## src/rtl/aes_out_serializer.sv

```systemverilog
// Output stage of the pipelined AES-128 core. Valid ciphertexts are tagged, queued
// in a small block FIFO and streamed as 32-bit words, most-significant word first.
module aes_out_serializer #(
  parameter  int LATENCY = 21,
  parameter  int DEPTH   = 4,
  localparam int CW      = $clog2(DEPTH + 1),
  localparam int PW      = $clog2(DEPTH)
) (
  input  logic          clk,
  input  logic          rst,
  input  logic          issue,
  input  logic [127:0]  aes_out,
  output logic [31:0]   o_data,
  output logic          o_valid,
  input  logic          o_ready,
  output logic          o_last,
  output logic [CW-1:0] fifo_count,
  output logic          overflow
);

  logic [LATENCY-1:0] r_sr;
  logic [127:0]       r_mem [DEPTH];
  logic [PW-1:0]      r_wp;
  logic [PW-1:0]      r_rp;
  logic [CW-1:0]      r_count;
  logic [1:0]         r_idx;
  logic               r_ovf;

  logic               w_cap;
  logic               w_hs;
  logic               w_pop;
  logic               w_accept;
  logic [127:0]       w_head;

  // Tag line mirrors the core pipeline so only issued blocks are captured.
  always_ff @(posedge clk) begin
    if (!rst) begin
      r_sr <= '0;
    end else begin
      r_sr[0] <= issue;
      for (int i = 1; i < LATENCY; i++) r_sr[i] <= r_sr[i-1];
    end
  end

  assign w_cap    = r_sr[LATENCY-1];
  assign w_head   = r_mem[r_rp];
  assign o_valid  = (r_count != '0);
  assign w_hs     = o_valid && o_ready;
  assign w_pop    = w_hs && (r_idx == 2'd3);
  // A pop in the same cycle frees a slot, so a full FIFO can still accept.
  assign w_accept = w_cap && ((r_count < CW'(DEPTH)) || w_pop);

  always_ff @(posedge clk) begin
    if (w_accept) r_mem[r_wp] <= aes_out;
  end

  always_ff @(posedge clk) begin
    if (!rst) begin
      r_wp    <= '0;
      r_rp    <= '0;
      r_count <= '0;
      r_idx   <= '0;
      r_ovf   <= 1'b0;
    end else begin
      if (w_accept) r_wp <= r_wp + 1'b1;
      if (w_pop)    r_rp <= r_rp + 1'b1;
      if (w_hs)     r_idx <= r_idx + 1'b1;
      if (w_cap && !w_accept) r_ovf <= 1'b1;
      unique case ({w_accept, w_pop})
        2'b10:   r_count <= r_count + 1'b1;
        2'b01:   r_count <= r_count - 1'b1;
        default: r_count <= r_count;
      endcase
    end
  end

  always_comb begin
    o_data = '0;
    if (o_valid) begin
      unique case (r_idx)
        2'd0:    o_data = w_head[127:96];
        2'd1:    o_data = w_head[95:64];
        2'd2:    o_data = w_head[63:32];
        default: o_data = w_head[31:0];
      endcase
    end
  end

  assign o_last     = o_valid && (r_idx == 2'd3);
  assign fifo_count = r_count;
  assign overflow   = r_ovf;

endmodule

```

## config.mk

```make
export PLATFORM = sky130hd
export DESIGN_NAME = aes_out_serializer
export DESIGN_NICKNAME = d
export VERILOG_FILES = /design/src/rtl/aes_out_serializer.sv
export SDC_FILE = /design/constraint.sdc
export NUM_CORES = 1
export LEC_CHECK = 0
export CAP_MARGIN = 30
export CORE_MARGIN = 2
export CORE_UTILIZATION = 40
export DETAILED_ROUTE_END_ITERATION = 6
export HOLD_SLACK_MARGIN = 0.15
export PLACE_DENSITY = 0.57
export SETUP_SLACK_MARGIN = 0.15
export SYNTH_ARGS = -nofsm -noshare
export SYNTH_HDL_FRONTEND = slang
export SYNTH_SLANG_ARGS = --single-unit
```

## constraint.sdc

```tcl
create_clock -name clk -period 6.1 [get_ports clk]
set_input_delay 1.22 -clock clk [delete_from_list [all_inputs] [get_ports clk]]
set_output_delay 1.22 -clock clk [all_outputs]
set_load 0.03 [all_outputs]
```

==> results of run 1 <==
==> power breakdown <==
| group | internal (uW) | switching [uW] |
|---|---|---|
| clock network | 1950 | 1370 |
| registers | 4080 | 0.192 |
| logic | 75.5 | 55.7 |
==> flip-flops by register name, indices dropped and copies added, names as in the netlist, named ones only <==
name	count
r_rp	2
r_wp	2
fifo_count	3
r_idx	2
r_mem	512
r_sr	21
overflow	1
==> worst reg2reg max path, delay by kind of cell, from the launching register on <==
| kind | cells | cell delay, ps |
|---|---|---|
| and+or+nand+nor | 2 | 910 |
| AOI/OAI and AO/OA | 1 | 530 |
| buffers and inverters | 1 | 520 |
| DFF | 1 | 430 |
| adders and majority gates | 1 | 260 |
==> final timing paths <==
| check | start | endpoint | slack (ps) | depth (start not counted) |
|---|---|---|---|---|
| max | flop | o_data[2] | 1200 | 5 |
| min | r_sr[11] | r_sr[12] | 420 | 1 |
| max reg2reg | r_idx[0] | r_mem[1][49] | 3100 | 5 |
| min reg2reg | r_sr[11] | r_sr[12] | 420 | 1 |
==> routing by layer <==
layer | vias up | GRT usage
li1 | 5009 | -
met1 | 5644 | 0.241
met2 | 245 | 0.283
met3 | 54 | 0.0359
met4 | 2 | 0.0386
met5 | - | 0
==> final cells by class <==
type / count / area share
multi-input cells: 552 / 0.178
well taps: 688 / 0.0342
flip-flops and latches: 545 / 0.637
repair buffers: 191 / 0.0790
clock buffers: 79 / 0.0621
diodes: 1 / 0.0000993
clock inverters: 24 / 0.00879
inverters: 9 / 0.00134
==> metrics by stage <==
stage,cells,instance area [sq um],setup WS [ps],util,total power (uW)
2_1_floorplan,1175,21000,938,-,4170
3_3_place_gp,1981,23300,1710,0.446,4290
3_5_place_dp,1984,23400,1750,0.448,4300
4_1_cts,2087,25200,1100,0.482,7620
5_1_grt,2088,25200,872,0.482,7770
6_report,2089,25200,1200,0.482,7530
==> kinds of logic (layout without fill, tap and decap cells) <==
family          count (synthesis)  in the layout  synth area share
compound gates                199            199            0.0585
fa+ha+maj                      11             11           0.00691
flops                         545            545             0.763
other cells                     0              1                 0
mux                           189            189             0.110
xor+xnor                        6              6           0.00250
simple gates                  147            147            0.0339
buf+inv                        78            303            0.0250
==> Yosys cell counts (4+ instances only) <==
cell / number / share of area
a2111oi_1: 27 / 0.013
a21oi_1: 63 / 0.015
and2_1: 33 / 0.0098
buf_12: 4 / 0.0038
buf_2: 20 / 0.0048
buf_4: 8 / 0.0029
buf_6: 15 / 0.0080
clkbuf_1: 22 / 0.0039
dfxtp_1: 33 / 0.031
edfxtp_1: 512 / 0.73
ha_1: 10 / 0.0060
inv_1: 9 / 0.0016
mux2i_1: 155 / 0.074
mux4_2: 34 / 0.036
nand2_1: 7 / 0.0013
nand3_1: 33 / 0.0079
nor2_1: 61 / 0.011
nor2b_1: 4 / 0.0012
o21ai_0: 39 / 0.0093
o21ai_1: 28 / 0.0067
o22ai_1: 30 / 0.0089
xnor2_1: 4 / 0.0017
==> impl_metrics.json, run 1 <==
{
  "slowest_delay_ps": 870,
  "port_buffers": 169,
  "highest_layer": "met5",
  "synthToLayoutAreaGrowth_pct": 19.9,
  "area.sequential_sq_mm": 0.0160,
  "routed_wl_um": 46900,
  "avgSynthCellArea_sq_um": 17.9,
  "grt_pass1_vias": 11300,
  "ys_ff_latch": 545,
  "die_x_um": 233,
  "drive_above_1_share": 0.110,
  "clk_path_buf_depth": 3,
  "drv_slew": 0,
  "finalNetCount": 1499,
  "synth.yosys.warnings": 0,
  "die_h_um": 233,
  "path_cells": "nand2b_2 -> o22ai_1 -> a2111oi_1 -> a21oi_1 -> clkdlybuf4s50_1",
  "maxCapViolCount": 0,
  "dr.pass1.iters": 7,
  "layout_commonest_cell": "edfxtp_1",
  "hold_violations": 0,
  "cts_resized": 0,
  "track_usage": 0.174,
  "finClkSkew_ps": 19.1,
  "gp_congestion": 0.692,
  "cp_num_buf_inv": 1,
  "wirelength_met1_um": 21300,
  "fillCellCount": 4322,
  "ctsHoldBuffers": 0,
  "critPathArrivalTime_ps": 3680,
  "io_pins": 170,
  "multi_input_area_sq_mm": 0.00448,
  "synth_area_sq_mm": 0.0210,
  "ys_async_sr_fraction": 0,
  "dp_hpwl_um": 26500,
  "grt_start_max_net_pins": 118,
  "path_max_fanout": 41,
  "met2WireLength_um": 22500,
  "fin_crit_ps": 4900,
  "grt_pass1_wl_um": 70200,
  "setup-violations-final": 0,
  "final_cell_mix": "edfxtp_1, clkdlybuf4s50_1, mux2i_1, a21oi_1, nor2_1",
  "floorplan.initialDensity": 0.402,
  "rsz0062_at_grt": "false",
  "cts_max_level": 2,
  "grt_overflow": 0,
  "syn_inst": 1175,
  "clock-sinks": 545,
  "synthFlopType": "edfxtp_1",
  "cpMaxStageDelayCell": "nand2b_2",
  "pwr_density_cell_mw_per_mm2": 299,
  "status": "complete, no violations",
  "die-area_sq_mm": 0.0544,
  "drtIter0Drc": 680,
  "yosysSeqAreaShare": 0.763,
  "cp-end-kind": "output port",
  "tightestPinTransition_ps": 972,
  "via_per_inst": 5.24,
  "syn_nets": 1318,
  "wl_met3_um": 2390,
  "whs_ps": 421,
  "clk-insertion-delay-late_ps": 610,
  "post-route-period-util": 0.803,
  "cts_buffers": 57,
  "cts_tree": "yes",
  "synth_cell_types": 41,
  "setup_tns_ps": 0,
  "ir_drop_mv": 0.218,
  "std_cell_rows": 84,
  "synth_edf_count": 512,
  "cp_data_required_time_ps": 4880,
  "cts_setup_buffers": 0,
  "path_delay_family": "compound AO/OA/AOI/OAI gates",
  "drc": 0,
  "clkSlewWorstSetupHoldPaths_ps": 60,
  "crit_type": "flop to output port",
  "ant_nets": 0,
  "leakage_uw": 0.00757,
  "hold_class": "flop to flop",
  "start_kind": "flop",
  "core_sq_mm": 0.0522,
  "relSlewSlack": 0.352,
  "antenna_found_initial": 2,
  "drt-wirelength-per-cell_um": 22.4,
  "vias": 11000,
  "max_freq_ghz": 0.204,
  "cts_root_buffer": "clkbuf_16"
}
(Power assumes the default switching activity.)
==> run 2, diff against run 1 <==
PLACE_DENSITY = 0.6   (was 0.57)
clock period = 3.96 ns   (was 6.1 ns; I/O delays follow)
==> run 2 against run 1 <==
Compared with the run above:
- clock-buffer cell count fell by 12
- cell count is 1.0% higher
- largest cell class unchanged
- first-iteration DRC count up 22%
==> impl_metrics.json, run 2 (synthesis results as in run 1) <==
{
  "cp_data_required_time_ps": 3170,
  "clkSlewWorstSetupHoldPaths_ps": 60,
  "antenna_found_initial": 6,
  "maxCapViolCount": 0,
  "cts_buffers": 57,
  "dp_hpwl_um": 27900,
  "core_sq_mm": 0.0522,
  "largest_reg_flops": 512,
  "cpMaxStageDelayCell": "dfxtp_1",
  "die_h_um": 233,
  "die_x_um": 233,
  "fillCellCount": 4310,
  "pwr_density_cell_mw_per_mm2": 451,
  "cp_num_buf_inv": 3,
  "dr.pass1.iters": 5,
  "gp_congestion": 0.742,
  "hold_depth": 1,
  "r2r_setup_slack_ps": 1350,
  "cts_root_buffer": "clkbuf_16",
  "slowest_delay_ps": 420,
  "ctsHoldBuffers": 0,
  "cts_tree": "yes",
  "io_pins": 170,
  "reg2reg_depth": 5,
  "path_max_fanout": 18,
  "hold_violations": 0,
  "layout_commonest_cell": "edfxtp_1",
  "top_register": "r_mem",
  "grt_pass1_wl_um": 70200,
  "cp.depth": 8,
  "post-route-period-util": 0.922,
  "multi_input_area_sq_mm": 0.00454,
  "drc": 0,
  "whs_ps": 430,
  "finClkSkew_ps": 18.8,
  "routed_wl_um": 47300,
  "path_delay_family": "buffers and inverters",
  "synthToLayoutAreaGrowth_pct": 21.2,
  "cts_max_level": 2,
  "hold_class": "flop to flop",
  "finalNetCount": 1517,
  "drive_above_1_share": 0.130,
  "max_freq_ghz": 0.274,
  "setup_tns_ps": 0,
  "path_cells": "inv_1 -> ha_1 -> nand2b_2 -> buf_6 -> o22ai_1 -> a2111oi_2 -> a21oi_1 -> dlygate4sd2_1",
  "grt_pass1_vias": 11300,
  "fin_cells": 2110,
  "crit_type": "flop to output port",
  "vias": 11100,
  "setup-violations-final": 0,
  "floorplan.initialDensity": 0.402,
  "clock-sinks": 545,
  "relSlewSlack": 0.440,
  "tightestPinTransition_ps": 838,
  "final_cell_mix": "edfxtp_1, mux2i_1, clkdlybuf4s50_1, a21oi_1, nor2_1",
  "die-area_sq_mm": 0.0544,
  "grt_overflow": 0,
  "rsz0062_at_grt": "true",
  "drtIter0Drc": 827,
  "cp-end-kind": "output port",
  "clk_path_buf_depth": 3,
  "via_per_inst": 5.24,
  "clk-insertion-delay-late_ps": 610,
  "ir_drop_mv": 0.348,
  "critPathArrivalTime_ps": 2860,
  "grt_start_max_net_pins": 68,
  "fin_crit_ps": 3650,
  "area.sequential_sq_mm": 0.0160,
  "drv_slew": 0,
  "track_usage": 0.175,
  "ant_nets": 0,
  "leakage_uw": 0.00786,
  "std_cell_rows": 84,
  "start_kind": "flop",
  "dpl.cell_count": 2001,
  "drt-wirelength-per-cell_um": 22.4,
  "port_buffers": 169,
  "status": "complete, no violations"
}
run 2: cell types whose count changed in the layout (fill, tap and decap cells not counted), sizes merged, moves of 2 or more:
cell / previous run / this run
buf: 22 / 44
clkbuf: 79 / 69
clkdlybuf4s50: 169 / 137
clkinv: 17 / 32
clkinvlp: 0 / 2
dlygate4sd2: 0 / 24
inv: 12 / 10
run 2: worst reg2reg max path, stage by stage, from the launching register on:
cell,delay [ps]
dfxtp_1,430
ha_1,300
nand2_1,120
a21boi_1,510
and2_4,630
buf_12,290
run 2: final timing paths:
path,endpoint,startpoint
setup / recovery,o_data[6],r_idx[1]
hold / removal,r_sr[13],r_sr[12]
setup reg to reg,r_mem[1][49],r_idx[0]
hold reg to reg,r_sr[13],r_sr[12]
run 2: area by class of cell:
cell class,instances,area share
sequential,545,0.630
clock buffer,67,0.0583
inverter,9,0.00133
antenna,2,0.000196
tap,688,0.0338
timing repair buffer,209,0.0875
clock inverter,38,0.0107
multi-input combinational,552,0.178
run 2: power by group:
group / switching [uW] / total [uW] / internal (uW)
clock: 2130 / 4990 / 2860
sequential: 0.269 / 6290 / 6290
combinational: 85.7 / 202 / 116
run 2: through the flow:
stage	worst slack (ps)	power, uW	util	cell area [sq um]
6_report	307	11500	0.488	25500
5_1_grt	117	11800	0.488	25500
4_1_cts	57.6	11600	0.486	25400
3_5_place_dp	486	6620	0.452	23600
3_3_place_gp	551	6610	0.452	23600
2_1_floorplan	631	6420	-	21000
run 2: metal layers:
| layer | routed length [um] | share of wire | up-vias | GRT usage |
|---|---|---|---|---|
| met1 | 20400 | 0.43 | 5608 | 0.235 |
| met5 | 61 | 0.0013 | - | 0 |
| met3 | 2940 | 0.062 | 63 | 0.0361 |
| li1 | - | - | 5049 | - |
| met2 | 23100 | 0.49 | 329 | 0.288 |
| met4 | 851 | 0.018 | 10 | 0.0488 |
run 2: what timing repair did:
| action | in CTS | in global routing |
|---|---|---|
| pin swaps | 0 | 0 |
| resized for setup | 33 | 14 |
| setup endpoints to repair | 26 | 17 |
| buffers inserted | 0 | 1 |
| cloned | 1 | 0 |
==> run 3, diff against run 2 <==
CORE_ASPECT_RATIO = 0.6   (was default)
CORE_MARGIN = default   (was 2)
PLACE_DENSITY = 0.57   (was 0.6)
clock period = 4.6 ns   (was 3.96 ns; I/O delays follow)
==> run 3 against run 2 <==
Compared with the run above:
- sequential share of layout area is 0.84 points higher
- clock power fell by 17%
- critical path depth decreased by 1
- cell count is 0.81% lower
- die area fell by 1.7%
- critical endpoint is now o_data[0]
- routed wire length rose by 0.41%
- combinational power down 17%
- clock-buffer cell count shrank 3
- clock skew down 4.1 ps
==> impl_metrics.json, run 3 (synthesis results as in run 1) <==
{
  "status": "complete, no violations",
  "ctsHoldBuffers": 0,
  "routed_wl_um": 47500,
  "track_usage": 0.177,
  "hold_class": "flop to flop",
  "die_h_um": 180,
  "drt-wirelength-per-cell_um": 22.7,
  "r2r_setup_slack_ps": 1820,
  "switching_power_uw": 1820,
  "floorplan.initialDensity": 0.409,
  "crit_type": "flop to output port",
  "cts_buffers": 51,
  "pwr_density_cell_mw_per_mm2": 386,
  "setup_tns_ps": 0,
  "crit_path_start": "r_idx[0]",
  "synthToLayoutAreaGrowth_pct": 19.6,
  "pre_cts_ws_ps": 683,
  "std_cell_rows": 64,
  "sw_frac_of_total": 0.187,
  "clk-insertion-delay-late_ps": 570,
  "place_area_sq_mm": 0.0235,
  "drive_above_1_share": 0.105,
  "setup-violations-final": 0,
  "clock-sinks": 545,
  "grt_pass1_wl_um": 71300,
  "die-area_sq_mm": 0.0535,
  "stdcell_area_sq_mm": 0.0251,
  "ant_nets": 0,
  "dp_hpwl_um": 27900,
  "cts_tree": "yes",
  "reg2reg_depth": 5,
  "crit_end": "o_data[0]",
  "p_int_uw": 7890,
  "clk_path_buf_depth": 3,
  "cts_root_buffer": "clkbuf_16",
  "grt_pass1_vias": 11300,
  "leakage_uw": 0.00753,
  "r2r_start": "r_idx[0]",
  "wl_met3_um": 2760,
  "p_seq_frac": 0.558,
  "pwr-share-comb": 0.017,
  "hold_violations": 0,
  "drc": 0,
  "setup_ws_ps": 298,
  "grt_start_max_net_pins": 78,
  "antenna_found_initial": 8,
  "clkPwrFrac": 0.425,
  "hold_depth": 1,
  "top_register": "r_mem",
  "post-route-period-util": 0.935,
  "grt_overflow": 0,
  "start_kind": "flop",
  "cp-end-kind": "output port",
  "tightestPinTransition_ps": 908,
  "met2WireLength_um": 21000,
  "final_cell_mix": "edfxtp_1, clkdlybuf4s50_1, mux2i_1, a21oi_1, nor2_1",
  "ir_drop_mv": 0.280,
  "gp_congestion": 0.731,
  "finClkSkew_ps": 14.7,
  "vias": 10900,
  "drtIter0Drc": 822,
  "dr.pass1.iters": 4,
  "finalNetCount": 1499,
  "die_x_um": 298,
  "maxCapViolCount": 0,
  "relSlewSlack": 0.393,
  "cp_data_required_time_ps": 3680,
  "layout_commonest_cell": "edfxtp_1",
  "fin_crit_ps": 4300,
  "via_per_inst": 5.23,
  "clkSlewWorstSetupHoldPaths_ps": 60,
  "max_freq_ghz": 0.232,
  "io_pins": 170,
  "rsz0062_at_grt": "true",
  "critPathArrivalTime_ps": 3380,
  "cts_max_level": 2,
  "port_buffers": 169,
  "wirelength_met1_um": 22800,
  "highest_layer": "met5",
  "largest_reg_flops": 512,
  "drv_slew": 0,
  "r2r_end": "r_mem[0][2]",
  "path_max_fanout": 21,
  "cts_setup_buffers": 0,
  "core_sq_mm": 0.0514
}
==> run 3: cell type report <==
| type | count | area (sq um) |
|---|---|---|
| antenna | 5 | 12.5 |
| clock buffer | 64 | 1370 |
| clock inverter | 28 | 249 |
| fill | 4305 | 26300 |
| inverter | 9 | 33.8 |
| multi-input combinational | 552 | 4500 |
| sequential | 545 | 16000 |
| tap | 693 | 867 |
| timing repair buffer | 197 | 2070 |
==> run 3: through the flow <==
| step | cells | util | hold WS [ps] | total power (uW) |
|---|---|---|---|---|
| global placement | 1995 | 0.456 | 413 | 5680 |
| global route | 2090 | 0.489 | 442 | 10000 |
| CTS | 2088 | 0.488 | 434 | 9810 |
| floorplan | 1175 | - | 406 | 5530 |
| finish | 2093 | 0.489 | 429 | 9710 |
| detailed placement | 1996 | 0.457 | 419 | 5690 |
==> run 3: power by group through the flow <==
| stage | Combinational [uW] | Sequential, uW | Clock [uW] |
|---|---|---|---|
| 6_report | 167 | 5410 | 4120 |
| 2_1_floorplan | 3.57 | 5520 | 0 |
| 4_1_cts | 167 | 5410 | 4230 |
| 3_5_place_dp | 166 | 5520 | 0 |
| 5_1_grt | 180 | 5410 | 4410 |
| 3_3_place_gp | 161 | 5520 | 0 |
==> run 3: worst min-delay path by stage <==
stage	from	slack (ps)	to
finish	r_sr[5]	430	r_sr[6]
global route	r_sr[18]	440	r_sr[19]
CTS	r_sr[18]	430	r_sr[19]
detailed placement	r_sr[6]	420	r_sr[7]
global placement	r_sr[4]	410	r_sr[5]
floorplan	r_sr[12]	410	r_sr[13]
==> run 3: timing repair <==
action                                  in CTS  in global routing
pin swaps                                    0                  0
endpoints found under the setup margin       1                 18
cloned                                       0                  0
gates resized for setup                      1                  5
==> run 3: metal layers <==
layer / GRT usage / up-vias
met1: 0.262 / 5578
met5: 0 / -
met2: 0.265 / 273
li1: - / 5006
met3: 0.0395 / 79
met4: 0.0425 / 8
==> run 3: worst max-delay path: stages (launching register included) <==
cell             delay (ps)
dfxtp_1                 370
inv_1                   110
ha_2                    180
and3b_2                 640
buf_4                   380
a2111oi_1               120
a21oi_1                 270
clkdlybuf4s50_1         730
